<file path="src/rtl/instruction_fetch_queue_pkg.sv">
// Shared widths, constants and the queue entry layout for the instruction fetch queue.
package instruction_fetch_queue_pkg;

  localparam int INSTR_W = 32;
  localparam int ADDR_W  = 64;

  localparam logic [ADDR_W-1:0] PC_INC           = 64'd4;
  localparam logic [ADDR_W-1:0] RESET_PC_DEFAULT = 64'h0000_0000_0004_0000;

  typedef struct packed {
    logic [INSTR_W-1:0] instr;
    logic [ADDR_W-1:0]  pc;
  } fetch_entry_t;

endpackage

</file>
<file path="src/rtl/instruction_fetch_queue_fifo.sv">
// Synchronous FIFO with flush, occupancy count and a zero-cycle head read.
module fetch_fifo #(
  parameter  int DEPTH = 4,
  parameter  int WIDTH = 8,
  localparam int PW    = $clog2(DEPTH),
  localparam int CW    = $clog2(DEPTH) + 1
) (
  input  logic             clk,
  input  logic             rst,
  input  logic             flush,
  input  logic             push,
  input  logic [WIDTH-1:0] push_data,
  input  logic             pop,
  output logic [WIDTH-1:0] head_data,
  output logic [CW-1:0]    count,
  output logic             empty,
  output logic             full
);

  logic [WIDTH-1:0] mem [DEPTH];
  logic [PW-1:0]    wr_ptr;
  logic [PW-1:0]    rd_ptr;

  assign empty     = (count == '0);
  assign full      = (count == CW'(DEPTH));
  assign head_data = empty ? '0 : mem[rd_ptr];

  // NOTE: sequential state uses non-blocking assignments so every register samples pre-edge values.
  always_ff @(posedge clk or posedge rst) begin
    if (rst) begin
      wr_ptr <= '0;
      rd_ptr <= '0;
      count  <= '0;
    end else if (flush) begin
      wr_ptr <= '0;
      rd_ptr <= '0;
      count  <= '0;
    end else begin
      if (push) wr_ptr <= wr_ptr + 1'b1;
      if (pop)  rd_ptr <= rd_ptr + 1'b1;
      count <= count + CW'(push) - CW'(pop);
    end
  end

  // NOTE: storage has no reset; the empty mask on head_data keeps stale words off the outputs.
  always_ff @(posedge clk) begin
    if (push && !flush) mem[wr_ptr] <= push_data;
  end

endmodule

</file>
<file path="src/rtl/instruction_fetch_queue.sv">
// Instruction fetch front end: issues in-order fetches, buffers responses for decode, flushes on redirect.
module instruction_fetch_queue
  import instruction_fetch_queue_pkg::*;
#(
  parameter int                DEPTH    = 4,
  parameter logic [ADDR_W-1:0] RESET_PC = RESET_PC_DEFAULT
) (
  input  logic               clk,
  input  logic               rst,
  input  logic               redirect,
  input  logic [ADDR_W-1:0]  redirect_target,
  output logic               imem_req_valid,
  input  logic               imem_req_ready,
  output logic [ADDR_W-1:0]  imem_req_addr,
  input  logic               imem_rsp_valid,
  input  logic [INSTR_W-1:0] imem_rsp_data,
  output logic               dec_valid,
  input  logic               dec_ready,
  output logic [INSTR_W-1:0] dec_instr,
  output logic [ADDR_W-1:0]  dec_pc
);

  localparam int CW = $clog2(DEPTH) + 1;
  localparam int OW = CW + 2;

  logic [ADDR_W-1:0] fetch_pc;
  logic [CW-1:0]     queue_count;
  logic [CW-1:0]     pending_count;
  logic [CW-1:0]     drop_count;
  logic [OW-1:0]     occupancy;
  logic              queue_empty;
  logic              queue_full;
  logic              pending_empty;
  logic              pending_full;
  logic              req_fire;
  logic              rsp_keep;
  logic              dec_fire;
  logic [ADDR_W-1:0] rsp_addr;
  fetch_entry_t      rsp_entry;
  fetch_entry_t      head_entry;

  // Stale requests still occupy memory-side slots, so they count against the bound.
  assign occupancy = OW'(queue_count) + OW'(pending_count) + OW'(drop_count);

  assign imem_req_valid = !rst && !redirect && !queue_full && !pending_full
                          && (occupancy < OW'(DEPTH));
  assign imem_req_addr  = fetch_pc;
  assign req_fire       = imem_req_valid && imem_req_ready;
  assign rsp_keep       = imem_rsp_valid && !redirect && (drop_count == '0) && !pending_empty;
  assign dec_fire       = dec_valid && dec_ready;

  assign rsp_entry  = '{instr: imem_rsp_data, pc: rsp_addr};
  assign dec_valid  = !queue_empty;
  assign dec_instr  = head_entry.instr;
  assign dec_pc     = head_entry.pc;

  always_ff @(posedge clk or posedge rst) begin
    if (rst)           fetch_pc <= RESET_PC;
    else if (redirect) fetch_pc <= redirect_target;
    else if (req_fire) fetch_pc <= fetch_pc + PC_INC;
  end

  // A response in the redirect cycle retires either a stale or a pending request, hence the minus one.
  always_ff @(posedge clk or posedge rst) begin
    if (rst) begin
      drop_count <= '0;
    end else if (redirect) begin
      drop_count <= drop_count + pending_count + CW'(req_fire) - CW'(imem_rsp_valid);
    end else if (imem_rsp_valid && (drop_count != '0)) begin
      drop_count <= drop_count - 1'b1;
    end
  end

  fetch_fifo #(
    .DEPTH(DEPTH),
    .WIDTH(ADDR_W)
  ) u_pending_fifo (
    .clk       (clk),
    .rst       (rst),
    .flush     (redirect),
    .push      (req_fire),
    .push_data (fetch_pc),
    .pop       (rsp_keep),
    .head_data (rsp_addr),
    .count     (pending_count),
    .empty     (pending_empty),
    .full      (pending_full)
  );

  fetch_fifo #(
    .DEPTH(DEPTH),
    .WIDTH($bits(fetch_entry_t))
  ) u_instr_fifo (
    .clk       (clk),
    .rst       (rst),
    .flush     (redirect),
    .push      (rsp_keep),
    .push_data (rsp_entry),
    .pop       (dec_fire),
    .head_data (head_entry),
    .count     (queue_count),
    .empty     (queue_empty),
    .full      (queue_full)
  );

endmodule

</file>
<file path="config.mk">
export PLATFORM = sky130hd
export DESIGN_NAME = instruction_fetch_queue
export DESIGN_NICKNAME = d
export VERILOG_FILES = /design/src/rtl/instruction_fetch_queue_pkg.sv /design/src/rtl/instruction_fetch_queue_fifo.sv /design/src/rtl/instruction_fetch_queue.sv
export SDC_FILE = /design/constraint.sdc
export NUM_CORES = 1
export LEC_CHECK = 0
export CAP_MARGIN = 10
export CORE_AREA = 3 3 242 244
export DETAILED_ROUTE_END_ITERATION = 7
export DIE_AREA = 0 0 245 247
export GPL_ROUTABILITY_DRIVEN = 1
export PLACE_DENSITY = 0.76
export SYNTH_ARGS = -nofsm -noshare
export SYNTH_HDL_FRONTEND = slang
export SYNTH_SLANG_ARGS = --single-unit
</file>
<file path="constraint.sdc">
create_clock -name clk -period 5.2 [get_ports clk]
set_input_delay 1.56 -clock clk [delete_from_list [all_inputs] [get_ports clk]]
set_output_delay 1.56 -clock clk [all_outputs]
set_load 0.02 [all_outputs]
</file>
# After elaboration in Yosys (flattened, before gate mapping)

Memories as Yosys holds them, arrays and structs flattened.
Cells that the tools add are included.

Input port bits: 102
Register bits after elaboration: 81
Bits in writable memories: 640
Logic and storage cells: 74
Memories kept: 2
Output and inout bits: 162

Memory list:

| memory             | depth | bits a word | rd ports | clocked after Yosys merged registers in | wr ports | line                               | source |
|---|---|---|---|---|---|---|---|
| u_instr_fifo.mem   | 4     | 96          | 1        | 0                                       | 1        | instruction_fetch_queue_fifo.sv:20 | `logic [WIDTH-1:0] mem [DEPTH];` |
| u_pending_fifo.mem | 4     | 64          | 1        | 0                                       | 1        | instruction_fetch_queue_fifo.sv:20 |  |

Multiplexer cells: 20
Add/subtract/negate cells: 15
Eq/ne operators: 2
$lt $le $gt $ge: 1
Reductions and logical operators: 26

Operator list:

| cell                                                                  | number |
|---|---|
| 64-bit 2-to-1 mux                                                     | 3 |
| 96-bit 2-to-1 mux                                                     | 1 |
| 64-bit by 3-bit adder with 64-bit output (second input constant)      | 1 |
| 2-bit 2-to-1 mux                                                      | 8 |
| 1-bit logical AND                                                     | 12 |
| 3-bit 2-to-1 mux                                                      | 4 |
| 3-bit by 1-bit adder with 3-bit output                                | 3 |
| 3-bit logical NOT                                                     | 3 |
| 3-bit by 1-bit subtractor with 3-bit output                           | 3 |
| 2-bit by 1-bit adder with 2-bit output (second input constant)        | 4 |
| 2-bit nonzero test                                                    | 4 |
| 3-bit equality test (second input constant)                           | 2 |
| 1-bit logical NOT                                                     | 6 |
| 4-bit by 3-bit adder with 5-bit output                                | 1 |
| 5-bit by 3-bit < comparator with 1-bit output (second input constant) | 1 |
| 3-bit by 3-bit adder with 4-bit output                                | 1 |
| 1-bit 2-to-1 mux                                                      | 4 |
| 3-bit adder                                                           | 1 |
| 3-bit nonzero test                                                    | 1 |
| 3-bit by 1-bit subtractor with 3-bit output (second input constant)   | 1 |

# Logic depth before layout (Yosys ltp)

Word-level depth: 9
Depth in mapped cells: 17
Gate-level depth less buffers: 14

# Cells and area by module

Synthesis repeated with hierarchy kept, for this count alone.

Cell total of the unflattened synthesis: 1616
Area total of the unflattened synthesis: 29412.0 um^2

By module, submodules not included:

| module                      | cells an instance | instances | area an instance (um^2) | seq. area each (um^2) |
|---|---|---|---|---|
| fetch_fifo (u_instr_fifo)   | 650               | 1         | 14905.5                 | 11706.2 |
| fetch_fifo (u_pending_fifo) | 447               | 1         | 10136.0                 | 7862.5 |
| instruction_fetch_queue     | 519               | 1         | 4370.4                  | 1677.9 |

# Worst setup path before layout

Ideal clock, no wire load.

Path kind: in2reg
Start: input rst
End: memory u_pending_fifo.mem[0][0] in the netlist's numbering (enable)
Arrival time: 6221 ps
Cell stages on the path: 8
Path slack: -1449 ps
Library setup time: 429 ps
Data required time: 4771 ps
Path buffers: 3
Cell sequence: inv_1 o2111ai_1 or2_1 buf_2 inv_2 buf_2 clkbuf_1 and2_1

Cells in the longest elaborated chain, start to end: 9

RTL lines:

| element                                | line                               | source |
|---|---|---|
| start, declared                        | instruction_fetch_queue.sv:9       | `input logic rst,` |
| 1-bit logical NOT (no line)            | -                                  |  |
| 1-bit logical AND (3 in series)        | instruction_fetch_queue.sv:45      | `assign imem_req_valid = !rst && !redirect && !queue_full && !pending_full` |
| 1-bit logical AND                      | instruction_fetch_queue.sv:46      | `&& (occupancy < OW'(DEPTH));` |
| 1-bit logical AND                      | instruction_fetch_queue.sv:48      | `assign req_fire = imem_req_valid && imem_req_ready;` |
| 1-bit logical AND                      | instruction_fetch_queue_fifo.sv:47 | `if (push && !flush) mem[wr_ptr] <= push_data;` |
| 1-bit 2-to-1 mux                       | instruction_fetch_queue_fifo.sv:47 |  |
| 1-bit 2-to-1 mux (implied by the code) | instruction_fetch_queue_fifo.sv:47 |  |
| end, declared                          | instruction_fetch_queue_fifo.sv:20 |  |

Every way passes these cells.

# Final worst setup path

Start: register u_instr_fifo.rd_ptr[0]
End: output dec_pc[1]

Cells in the longest elaborated chain, start to end: 2

RTL lines:

| element                | line                               | source |
|---|---|---|
| start, declared        | instruction_fetch_queue_fifo.sv:22 | `logic [PW-1:0] rd_ptr;` |
| start signal, assigned | instruction_fetch_queue_fifo.sv:40 | `if (pop) rd_ptr <= rd_ptr + 1'b1;` |
| memory 4 x 96 bit      | -                                  |  |
| 96-bit 2-to-1 mux      | instruction_fetch_queue_fifo.sv:26 | `assign head_data = empty ? '0 : mem[rd_ptr];` |
| end, declared          | instruction_fetch_queue.sv:20      | `output logic [ADDR_W-1:0] dec_pc` |

Every way passes these cells.

==> results.txt <==
The count of pins over their slew limit came out at 0. The fraction of the mapped netlist area in simple logic gates came out at 8.84%. The overall routed net length came out at 67600 um. Compared with the post-synthesis result, the final layout area differs by 20.4%. The classification of the worst-slack hold path is flip-flop to flip-flop. STA classifies the critical path startpoint as a flip-flop. The count of buffers added on input and output ports is 263. Data on the critical path is required at its endpoint by 3640 ps. The worst setup path is captured at an output port. The combinational share of power is 25.3%. The worst hold path was traced through 0 stages. The internal power came out at 11.6 mW.

The met2 wire length came out at 33900 um. The maximum count of clock buffers along a single path is 3. The number of failing setup endpoints in the final timing report is 0.

The CTS tree is done. The number of iterations in the first detailed-routing pass came out at 5. The total congestion overflow came out at 0. Setup repair after global routing left no endpoint under its margin. The post-synth net total is 1764. The final-stage net count came out at 2057. The repair_antennas step left the layout with diodes totalling 0.

The post-synthesis xor/xnor area fraction came out at 0.446%. The uppermost layer routed is met4. The mapped netlist covers 29500 sq um. The power per cell area is 461 nW/um^2. Of all nets on the critical path, the largest fanout is 28.

For this design, the sink count on the clock tree is 721. In the routed design, unresolved DRC markers number 0. The sum of net half-perimeters after detailed placement came out at 41500 um.

The number of top-level pins came out at 264. The static leakage came out at 11.7 nW. The most critical setup path has its startpoint at u_instr_fifo.rd_ptr[0]$_DFFE_PP0P_.

By area the synthesized netlist is led by edfxtp_1 (65%), mux4_2 (12%), dfrtp_1 (6.8%). The switching fraction of total power came out at 29.1%. The number of global-route vias before repair came out at 16900. The fraction of the mapped netlist area in compound gates is 3.11%. The total negative slack is 0 ps. Across the run, the number of max-cap violations was 0. The top-area cell type share of the netlist area is 65.2%.

The total number of vias is 16400. The H-tree depth is 3. The routed metal-1 wirelength came out at 27200 um. The number of antenna violations at the first check in global routing came to 0. The clock group share of total power is 30.9%. The die area is 60500 sq um. The first routing iteration left 1352 violations.

The cell count after synthesis came out at 1635. The share of cells above drive strength 1 is 17.0%. In the final routed layout, each cell accounts on average for 24.6 um. On the final layout, the worst hold slack is 534 ps.

The number of buffers added for setup after CTS is 0. Based on the critical path, the design can be clocked at up to 210 MHz. After floorplanning, the core was divided into 87 placement rows. The warning count from the yosys run is 0. The maximum number of pins on one net before global-route repair is 70. The transition time of the tightest slew-check pin came out at 969 ps. The worst pin sits at a relative slew slack of 35.4%.

The clock period could shrink to 4750 ps. The share of synthesized registers carrying an async set or reset is 11.2%. The ratio of final minimum period to clock period is 91.4%. After synthesis, flip-flops and latches occupy 72.1% of the total area. The critical path class is flip-flop to output port. The synthesized design spends more area on one cell type than any other, namely edfxtp_1.

The die span in y is 247 um. Synthesis instantiated 67 different standard cells from the library. For this configuration, the core starts out at a cell density of 52.1%. In this run the most critical hold path is launched from imem_req_addr[1]$_DFFE_PP0P_. The startpoint identified for the worst register-to-register timing path is u_instr_fifo.count[1]$_DFF_PP0_. The clock buffer count from CTS is 73.

Clock tree synthesis selected as its root buffer the cell clkbuf_16. Clock-pin slew was measured on the worst setup and hold paths at 60 ps. The mean number of vias per cell is 5.97.

The number of fill cells came out at 3858. The top cell types in the final layout, fill and taps aside, are edfxtp_1 (640), clkdlybuf4s50_1 (261), mux4_2 (160). Wire segments on met3 add up to 4690 um in the final route. The switching power is 4.75 mW. After synthesis, the largest family of logic cells by area is multiplexers.

After the flow finishes, the layout carries non-filler instances totaling 2743. The number of nets still failing antenna checks after routing came out at 0. The total area inside the core boundary comes to 56500 sq um. Global routing consumed, over all layers together, 22.7% of the routing resources. The clock skew after layout is 26.2 ps. The power share of the sequential group came out at 43.8%.

The clock network latency to the later pin of the worst-skew pair came out at 610 ps. Data arrives at the worst endpoint at 3190 ps. The number of synthesized flops with an enable pin is 640.

The library cell used most frequently in the layout, excluding fill and tap cells, is edfxtp_1. The maximum VDD drop is 0.292 mV. The flow ran to the end, and the final reports show no timing, DRC or antenna violations. The depth of the worst register-to-register path is 12. The flip-flop and latch count after synthesis is 721. Among all flip-flop cells after synthesis, the most frequent one is edfxtp_1. The number of hold violations in the final report was 0. The number of hold buffers added after CTS was 0.

After detailed placement, the design holds a cell count of 2609. The die extent in x came out at 245 um. The fraction of the mapped netlist area in adder cells came out at 1.33%. The average size of a mapped cell came out at 18.0 sq um.

The final weighted congestion in routability-driven placement is 0.876. The first-pass GRT wire length is 103000 um. The post-synthesis mux area share is 12.6%.
[power by group through the flow]
stage	sequential, mW	combinational, mW	clock (mW)
2_1_floorplan	7.14	2.32	0
6_report	7.15	4.13	5.05
4_1_cts	7.15	4.20	5.15
5_1_grt	7.19	4.43	5.37
3_5_place_dp	7.27	4.18	0
3_3_place_gp	7.24	4.13	0
[registers in the layout, summed over array words and instances (netlist names), 3 cells and up]
| name | cells |
|---|---|
| drop_count | 3 |
| imem_req_addr | 64 |
| u_instr_fifo.count | 3 |
| u_pending_fifo.mem | 256 |
| u_pending_fifo.count | 3 |
| u_instr_fifo.mem | 384 |
[final cells by class]
| class | instances | area, sq um | area share [%] |
|---|---|---|---|
| multi-input cells | 802 | 7790 | 22.0 |
| clock buffers | 101 | 2010 | 5.68 |
| clock inverters | 33 | 304 | 0.857 |
| flip-flops and latches | 721 | 21300 | 59.9 |
| inverters | 29 | 113 | 0.318 |
| well taps | 756 | 946 | 2.67 |
| repair buffers | 301 | 3040 | 8.58 |
[cell families (layout without fill, tap and decap cells)]
group,count (synthesis),in the layout
AOI/OAI and AO/OA,133,133
xor gates and xnor gates,15,15
DFF,721,721
and+or+nand+nor,457,457
muxes,170,170
adders and majority gates,27,27
buffers and inverters,112,464
[what timing repair did]
item                                   4_1_cts  5_1_grt
gates resized for setup                      0        1
endpoints found under the hold margin        0        0
setup endpoints to repair                    0        1
[through the flow]
stage	area, sq um	utilization (%)	total power, mW	setup slack [ps]
after global placement	33100	58.7	11.4	549
after detailed placement	33100	58.7	11.4	567
after floorplan	29500	-	9.45	35.4
after global routing	35500	62.8	17.0	230
final	35500	62.8	16.3	446
after CTS	35500	62.8	16.5	183
[synth_stat cells (14+ instances only)]
cell,n
ha_1,20
nand3_1,39
nand4_1,18
o21ai_0,39
mux4_2,160
edfxtp_1,640
o211ai_1,14
nor2b_1,68
o311ai_0,18
and2_1,115
nor2_1,40
dfrtp_1,80
and3_1,22
a21oi_1,16
clkbuf_1,45
buf_2,25
inv_1,28
nand2_1,88
[critical path, stage by stage, from the launching register on]
cell             delay, ps
dfrtp_4                850
buf_4                  440
mux4_2                 550
and2_1                 170
clkdlybuf4s50_1        540
[metal layers]
layer  global-route usage, %  vias up
met5                       0        -
met4                    7.87        0
met3                    3.52      138
met2                    37.7      730
met1                    30.9     8432
li1                        -     7089
[path summary, 6_finish.rpt]
kind,end,slack (ps)
worst max-delay path,dec_pc[1],450
worst min-delay path,u_pending_fifo.mem[0][1]$_DFFE_PP_,530
worst min register to register,u_pending_fifo.mem[0][1]$_DFFE_PP_,530
worst max register to register,imem_req_addr[56]$_DFFE_PP0N_,1270
max in group asynchronous,u_pending_fifo.rd_ptr[0]$_DFFE_PP0P_,2510
min in group asynchronous,imem_req_addr[35]$_DFFE_PP0N_,1500
Note: power is estimated with default switching activity, not from simulation.
